==> src/rtl/imm_gen_pipe.sv <==
// imm_gen_pipe
//   Decodes a RISC-V style immediate from an instruction word and queues the
//   extended result in a 2-entry FIFO skid buffer.
//
//   Handshake (both sides): a transfer happens on a rising clk edge where
//   valid and ready are both high. Nothing is sampled on any other edge.
//   in_ready depends only on registered state and rst, never on in_valid.
//   Once out_valid rises, imm/imm_err hold until the consumer takes them.
//
// Ports
//   clk        in   sole clock, rising edge
//   rst        in   synchronous active-high reset
//   flush      in   synchronous flush, drops all entries and any same-cycle push
//   in_valid   in   request valid
//   in_ready   out  request accepted when high together with in_valid
//   inst       in   instruction word
//   imm_type   in   immediate format select (7 = illegal)
//   out_valid  out  result valid
//   out_ready  in   consumer accepts result
//   imm        out  extended immediate (oldest entry)
//   imm_err    out  illegal imm_type flag, travels with imm
//   dbg_state  out  buffer state: 0 EMPTY, 1 ONE, 2 TWO

module imm_gen_pipe #(
    parameter int DATA_WIDTH   = 64,
    parameter int INST_WIDTH   = 32,
    parameter int IMM_TYPE_NUM = 8
) (
    input  logic                            clk,
    input  logic                            rst,
    input  logic                            flush,
    input  logic                            in_valid,
    output logic                            in_ready,
    input  logic [INST_WIDTH-1:0]           inst,
    input  logic [$clog2(IMM_TYPE_NUM)-1:0] imm_type,
    output logic                            out_valid,
    input  logic                            out_ready,
    output logic [DATA_WIDTH-1:0]           imm,
    output logic                            imm_err,
    output logic [1:0]                      dbg_state
);

    localparam int TYPE_W  = $clog2(IMM_TYPE_NUM);
    localparam int SHAMT_W = $clog2(DATA_WIDTH);

    typedef enum logic [1:0] {
        S_EMPTY = 2'd0,
        S_ONE   = 2'd1,
        S_TWO   = 2'd2
    } state_e;

    state_e                  state_q;
    logic [DATA_WIDTH-1:0]   head_imm_q;
    logic                    head_err_q;
    logic [DATA_WIDTH-1:0]   tail_imm_q;
    logic                    tail_err_q;

    logic [DATA_WIDTH-1:0]   imm_d;
    logic                    imm_err_d;
    logic [63:0]             wide;
    logic                    push;
    logic                    pop;

    // Bits [6:0] carry the opcode and never feed an immediate.
    logic unused_opcode;
    assign unused_opcode = ^inst[6:0];

    // Every format is built at 64 bits and then cut to DATA_WIDTH, so a
    // 32-bit build only loses the sign copies above bit 31 (U and J).
    always_comb begin
        wide      = '0;
        imm_err_d = 1'b0;
        case (imm_type)
            TYPE_W'(0): wide = {{52{inst[31]}}, inst[31:20]};
            TYPE_W'(1): wide[SHAMT_W-1:0] = inst[20 +: SHAMT_W];
            TYPE_W'(2): wide = {{52{inst[31]}}, inst[31:25], inst[11:7]};
            TYPE_W'(3): wide = {{51{inst[31]}}, inst[31], inst[7], inst[30:25],
                                inst[11:8], 1'b0};
            TYPE_W'(4): wide = {{32{inst[31]}}, inst[31:12], 12'b0};
            TYPE_W'(5): wide = {{43{inst[31]}}, inst[31], inst[19:12], inst[20],
                                inst[30:21], 1'b0};
            TYPE_W'(6): wide = {59'b0, inst[19:15]};
            default:    imm_err_d = 1'b1;
        endcase
    end

    assign imm_d = wide[DATA_WIDTH-1:0];

    assign in_ready  = !rst && (state_q != S_TWO);
    assign out_valid = (state_q != S_EMPTY);
    assign imm       = head_imm_q;
    assign imm_err   = head_err_q;
    assign dbg_state = state_q;

    assign push = in_valid && in_ready;
    assign pop  = out_valid && out_ready;

    // Priority: rst, then flush, then the push/pop transitions.
    always_ff @(posedge clk) begin
        if (rst) begin
            state_q    <= S_EMPTY;
            head_imm_q <= '0;
            head_err_q <= 1'b0;
            tail_imm_q <= '0;
            tail_err_q <= 1'b0;
        end else if (flush) begin
            state_q <= S_EMPTY;
        end else begin
            case (state_q)
                S_EMPTY: begin
                    if (push) begin
                        head_imm_q <= imm_d;
                        head_err_q <= imm_err_d;
                        state_q    <= S_ONE;
                    end
                end
                S_ONE: begin
                    case ({push, pop})
                        2'b10: begin
                            tail_imm_q <= imm_d;
                            tail_err_q <= imm_err_d;
                            state_q    <= S_TWO;
                        end
                        2'b01: begin
                            state_q <= S_EMPTY;
                        end
                        2'b11: begin
                            // Old head leaves, the new entry takes its place.
                            head_imm_q <= imm_d;
                            head_err_q <= imm_err_d;
                        end
                        default: ;
                    endcase
                end
                S_TWO: begin
                    // in_ready is low here, so only a pop can happen.
                    if (pop) begin
                        head_imm_q <= tail_imm_q;
                        head_err_q <= tail_err_q;
                        state_q    <= S_ONE;
                    end
                end
                default: begin
                    state_q <= S_EMPTY;
                end
            endcase
        end
    end

endmodule
==> config.mk <==
export PLATFORM = sky130hd
export DESIGN_NAME = imm_gen_pipe
export DESIGN_NICKNAME = d
export VERILOG_FILES = /design/src/rtl/imm_gen_pipe.sv
export SDC_FILE = /design/constraint.sdc
export NUM_CORES = 1
export LEC_CHECK = 0
export CELL_PAD_IN_SITES_DETAIL_PLACEMENT = 1
export CELL_PAD_IN_SITES_GLOBAL_PLACEMENT = 1
export CORE_MARGIN = 10
export CORE_UTILIZATION = 34
export CTS_CLUSTER_DIAMETER = 150
export DETAILED_ROUTE_END_ITERATION = 8
export PLACE_DENSITY_LB_ADDON = 0.1
export SETUP_SLACK_MARGIN = 0.02
export SLEW_MARGIN = 20
export SYNTH_ARGS = -nofsm -noshare
export SYNTH_HDL_FRONTEND = slang
export SYNTH_SLANG_ARGS = --single-unit
==> constraint.sdc <==
create_clock -name clk -period 1.9 [get_ports clk]
set_input_delay 0.475 -clock clk [delete_from_list [all_inputs] [get_ports clk]]
set_output_delay 0.475 -clock clk [all_outputs]
set_load 0.02 [all_outputs]
# Word level (Yosys, flattened, before mapping)
# Cells that the tools add are included.
# W data, S select, Z words.
totals:
  regBits: 132
  inputBits: 40
  out_inout_bits: 69
  wordCells: 52
classes:
  eq_ne: 16
  n_mux: 15
  bitwise_logic: 1
  n_reduce_logical: 15
ops:
  columns: ["operator", "n"]
  rows:
  - ["$pmux W58 S4", 1]
  - ["$mux W64", 3]
  - ["$pmux W64 S3", 1]
  - ["$pmux W6 S5", 1]
  - ["$eq A3 B3 Y1 const B", 3]
  - ["$reduce_or A7 Y1", 1]
  - ["$eq A2 B2 Y1 const B", 3]
  - ["$eq A3 B2 Y1 const B", 2]
  - ["$ne A2 B2 Y1 const B", 3]
  - ["$pmux W2 S3", 1]
  - ["$reduce_and A3 Y1", 2]
  - ["$reduce_or A2 Y1", 3]
  - ["$reduce_and A5 Y1", 1]
  - ["$eq A2 B1 Y1 const B", 2]
  - ["$mux W1", 4]
  - ["$mux W2", 2]
  - ["$pmux W2 S2", 1]
  - ["$eq A3 B1 Y1 const B", 1]
  - ["$logic_and A1 B1 Y1", 3]
  - ["$logic_not A3 Y1", 1]
  - ["$ne A3 B2 Y1 const B", 1]
  - ["$pmux W1 S3", 1]
  - ["$reduce_bool A3 Y1", 1]
  - ["$logic_not A2 Y1", 1]
  - ["4 further kinds", 4]

# Longest topological paths before layout
depth:
  depth_word: 6
  mapped_depth: 7
  ltp_nobuf: 4

# Least setup slack after synthesis
# OpenSTA, ideal clock, no wires.
synth_path:
  kind: "flip-flop to output port"
  startpoint: "reg state_q[1], in the netlist dbg_state[1]"
  endpoint: "out in_ready"
  t_arrival_ps: 1361
  setup_slack_ps: 64
  stages_incl_launch_ff: 5
  n_path_buf: 2
  path_cell_list: "dfxtp_1 -> buf_2 -> nor2b_1 -> clkbuf_1 -> nor2_1"
synth_via:
  elab_chain_cells: 2
synth_rtl:
  columns: ["element", "line", "rtl"]
  rows:
  - ["from (decl)", "52", "state_e state_q;"]
  - ["from (signal assigned)", "101", "state_q <= S_EMPTY;"]
  - ["from (signal assigned)", "107", "state_q <= S_EMPTY;"]
  - ["from (signal assigned)", "114", "state_q <= S_ONE;"]
  - ["$ne A2 B2 Y1", "89", "assign in_ready = !rst && (state_q != S_TWO);"]
  - ["$logic_and A1 B1 Y1", "89", null]
  - ["to (decl)", "33", "output logic in_ready,"]
# Every way passes these cells.

# Worst setup path in the final report
# Same ends and word-level chain as after synthesis.

==> qor_table.md <==
| Metric | Reported | Unit |
|---|---|---|
| Run status | finished clean | - |
| Per-instance average area after synthesis | 8.17 | µm² |
| Fraction of the yosys area taken by sequential cells | 38.9 | % |
| Number of clock sinks | 68 | - |
| Minimum clock period | 1.83 | ns |
| CTS tree | yes | - |
| Number of nets still failing antenna checks after routing | 0 | - |
| Clock insertion delay at the later pin of the skew report | 0.35 | ns |
| Internal portion of total power | 2580 | µW |
| FF+latch count, synth | 68 | - |
| Final non-filler cell total | 656 | - |
| Final number of setup-violating endpoints | 0 | - |
| Fraction of power spent switching nets | 26.8 | % |
| Leakage power total | 0.00192 | µW |
| Count of cells along the worst hold path | 2 | - |
| Wire length of the first global-routing pass | 19000 | µm |
| Worst EP required | 1.42 | ns |
| Worst slew margin | 65.9 | % |
| GRT Util Overall | 15.8 | % |
| Cell family contributing the most delay on the critical path | flip-flops | - |
| Antenna diode count | 0 | - |
| Beginning of the worst hold path | imm[28] | - |
| Antenna violations before repair | 0 | - |
| Data arrival time at the worst-slack endpoint | 1.36 | ns |
| I/O pins | 109 | - |
| Layout-stage area growth over the synthesis result | 40.6 | % |
| End of the worst register-to-register path | imm[20] | - |
| Summed instance area of the synthesized netlist | 3500 | µm² |
| First-pass iteration count of the detailed router | 4 | - |
| Count of unique library cells instantiated by Yosys | 48 | - |
| Effective utilization at floorplan | 35.3 | % |
| Number of DRC violations after detailed-routing iteration 0 | 132 | - |
| R2r startpoint | dbg_state[0] | - |
| Width of the chip | 121 | µm |
| Slowest stage cell on the critical path | dfxtp_1 | - |
| Post-synth ARST share | 0 | % |
| Clock root cell | clkbuf_8 | - |
| Vias in the first global route | 3607 | - |
| Stages on worst setup path | 3 | - |
| Via total after detailed routing | 3417 | - |
| Floorplan row count | 36 | - |
| Mean routed wirelength per cell | 17.8 | µm |
| Final Hold Slack | 0.459 | ns |
| Total nets after synthesis | 468 | - |
| Final design instance area without fill | 4910 | µm² |
| GR Overflow Total | 0 | - |
| Gate count after technology mapping | 428 | - |
| Dominant cells by area after synthesis | dfxtp_1 (39%), buf_4 (6.9%), a21oi_1 (6.6%) | - |
| Final critical-path share of the clock period | 96.5 | % |
| Vias per inst | 5.21 | - |
| Worst-path clk slew | 0.07 | ns |
| Port Buffers | 101 | - |
| RSZ-0062 raised after global routing | true | - |
| Count of flip-flops with a built-in enable after synthesis | 0 | - |
| Ranking of synthesized cells by instance count | dfxtp_1 (68), nor2_1 (49), a21oi_1 (46), nand2_1 (42) | - |
| Worst reg2reg path depth | 8 | - |
| Kind of start point of the critical path | flip-flop | - |
| Warnings from Yosys | 0 | - |
| Final number of hold-violating endpoints | 0 | - |
| Total negative setup slack | 0 | ns |
| Proportion of layout cells with a drive suffix above 1 | 16.4 | % |
| Depth of the CTS H-tree | 3 | - |
| Total wire length after detailed routing | 11700 | µm |
| Fraction of synthesized cell area taken by the top area cell type | 38.9 | % |
| Worst-path cell chain | nor2b_1, nor2_1, dlygate4sd2_1 | - |
| Peak supply drop | 437 | µV |
| Maximum number of pins on one net before global-route repair | 44 | - |
| Predominant post-synthesis flop cell | dfxtp_1 | - |
| Placed cell count | 641 | - |
| Routability Congestion | 0.785 | - |
| WP buf/inv | 1 | - |
| Sequential share of power | 42.1 | % |
| Most area-hungry cell type in the Yosys netlist | dfxtp_1 | - |
| Worst-Margin Slew | 0.511 | ns |
| Maximum frequency from static timing analysis | 0.546 | GHz |
| Crit path max fanout | 4 | - |
| Clock power share | 38.4 | % |
| Clock Path Buffers | 2 | - |
| Comb power frac | 19.5 | % |
| Number of CTS-inserted buffers | 9 | - |
| Slowest cell delay on critical path | 0.38 | ns |
| Area after detailed placement | 4700 | µm² |
| Slew Limit Fails | 0 | - |
| Placed wire-length estimate after detailed placement | 8350 | µm |
| Hold bufs inserted after CTS | 0 | - |
| Pwr per Cell Area | 717 | nW/µm² |
| Number of remaining DRC errors | 0 | - |
| Max Clock Skew | 0.0143 | ns |
| Reg-to-reg setup timing slack | 0.16 | ns |
| Worst min-delay path endpoint | imm[28] | - |
| Worst setup path category | reg2out | - |
| Core area | 9910 | µm² |
| Full die area | 14700 | µm² |
| Element type at the critical path end | output port | - |
| Setup Fix Bufs, Post-CTS | 0 | - |
| Net switching power | 943 | µW |
| Final net count | 559 | - |
| Number of maximum-capacitance violations | 0 | - |
| Most frequent cell after synthesis | dfxtp_1 | - |
| Worst Hold Class | reg2reg | - |
| Die outline height | 121 | µm |
[power groups by stage]
stage | Sequential [µW] | Clock, µW | Combinational, µW
after floorplan | 1560 | 0 | 354
after global placement | 1520 | 0 | 705
after detailed placement | 1520 | 0 | 718
after CTS | 1480 | 1380 | 686
after global routing | 1490 | 1460 | 744
final | 1480 | 1350 | 686
[flip-flops by register name, indices dropped and copies added, names as in the netlist]
signal / count
imm: 32
tail_imm_q: 32
dbg_state: 2
imm_err: 1
tail_err_q: 1
[through the flow]
stage                     worst slack [ns]  total power, µW  util, %
after floorplan                     0.0635             1920        -
after global placement              -0.407             2220     47.4
after detailed placement            -0.458             2230     47.4
after CTS                           0.0369             3550     49.3
after global routing               -0.0109             3690     49.6
final                               0.0670             3520     49.6
[layer usage]
| metal | global-route usage [%] | share of wire, % | up-vias |
|---|---|---|---|
| li1 | - | - | 1671 |
| met1 | 19.0 | 46 | 1657 |
| met2 | 26.7 | 47 | 82 |
| met3 | 4.79 | 6.1 | 7 |
| met4 | 4.02 | 0.87 | 0 |
| met5 | 0 | 0 | - |
[logic make-up after synthesis]
family / after synthesis / synth area share [%]
and+or+nand+nor: 175 / 24.7
AOI/OAI and AO/OA: 104 / 21.5
buffers and inverters: 74 / 12.7
DFF: 68 / 38.9
muxes: 6 / 1.86
xor gates and xnor gates: 1 / 0.251
[layout make-up]
| class | count | area (µm²) |
|---|---|---|
| Fill cell | 1189 | 4990 |
| Clock inverter | 4 | 72.6 |
| Sequential cell | 68 | 1360 |
| Multi-Input combinational cell | 286 | 1730 |
| Inverter | 2 | 7.51 |
| Clock buffer | 11 | 151 |
| Tap cell | 133 | 166 |
| Timing Repair Buffer | 152 | 1430 |
[cells in the final DEF, fill, tap and decap left out, types with 11 or more instances in the layout]
cell             instances
clkbuf_8                11
clkdlybuf4s50_1         63
dfxtp_1                 68
nand2b_1                18
dlygate4sd2_1           35
nor2_1                  49
buf_4                   42
o221ai_1                11
nor3_1                  31
nand2_1                 41
a21oi_1                 41
[timing repair]
item                                    CTS  global route
pin swaps                                 1             1
gates resized for setup                  40            16
cloned                                    0             0
endpoints found under the setup margin   62            24
[tightest hold or removal path, delay by kind of cell (launching register included)]
family / cells / cell delay [ns]
flops: 1 / 0.31
simple gates: 1 / 0.05
compound gates: 1 / 0.05
[worst max-delay path by stage]
| stage | slack (ns) | start | end |
|---|---|---|---|
| floorplan | 0.06 | dbg_state[1] | in_ready |
| global placement | -0.41 | imm_type[1] | imm[1] |
| detailed placement | -0.46 | imm_type[1] | imm[2] |
| CTS | 0.04 | dbg_state[1] | out_valid |
| global route | -0.01 | imm_type[2] | imm[21] |
| finish | 0.07 | dbg_state[1] | in_ready |
Power figures use the tool's default switching activity.
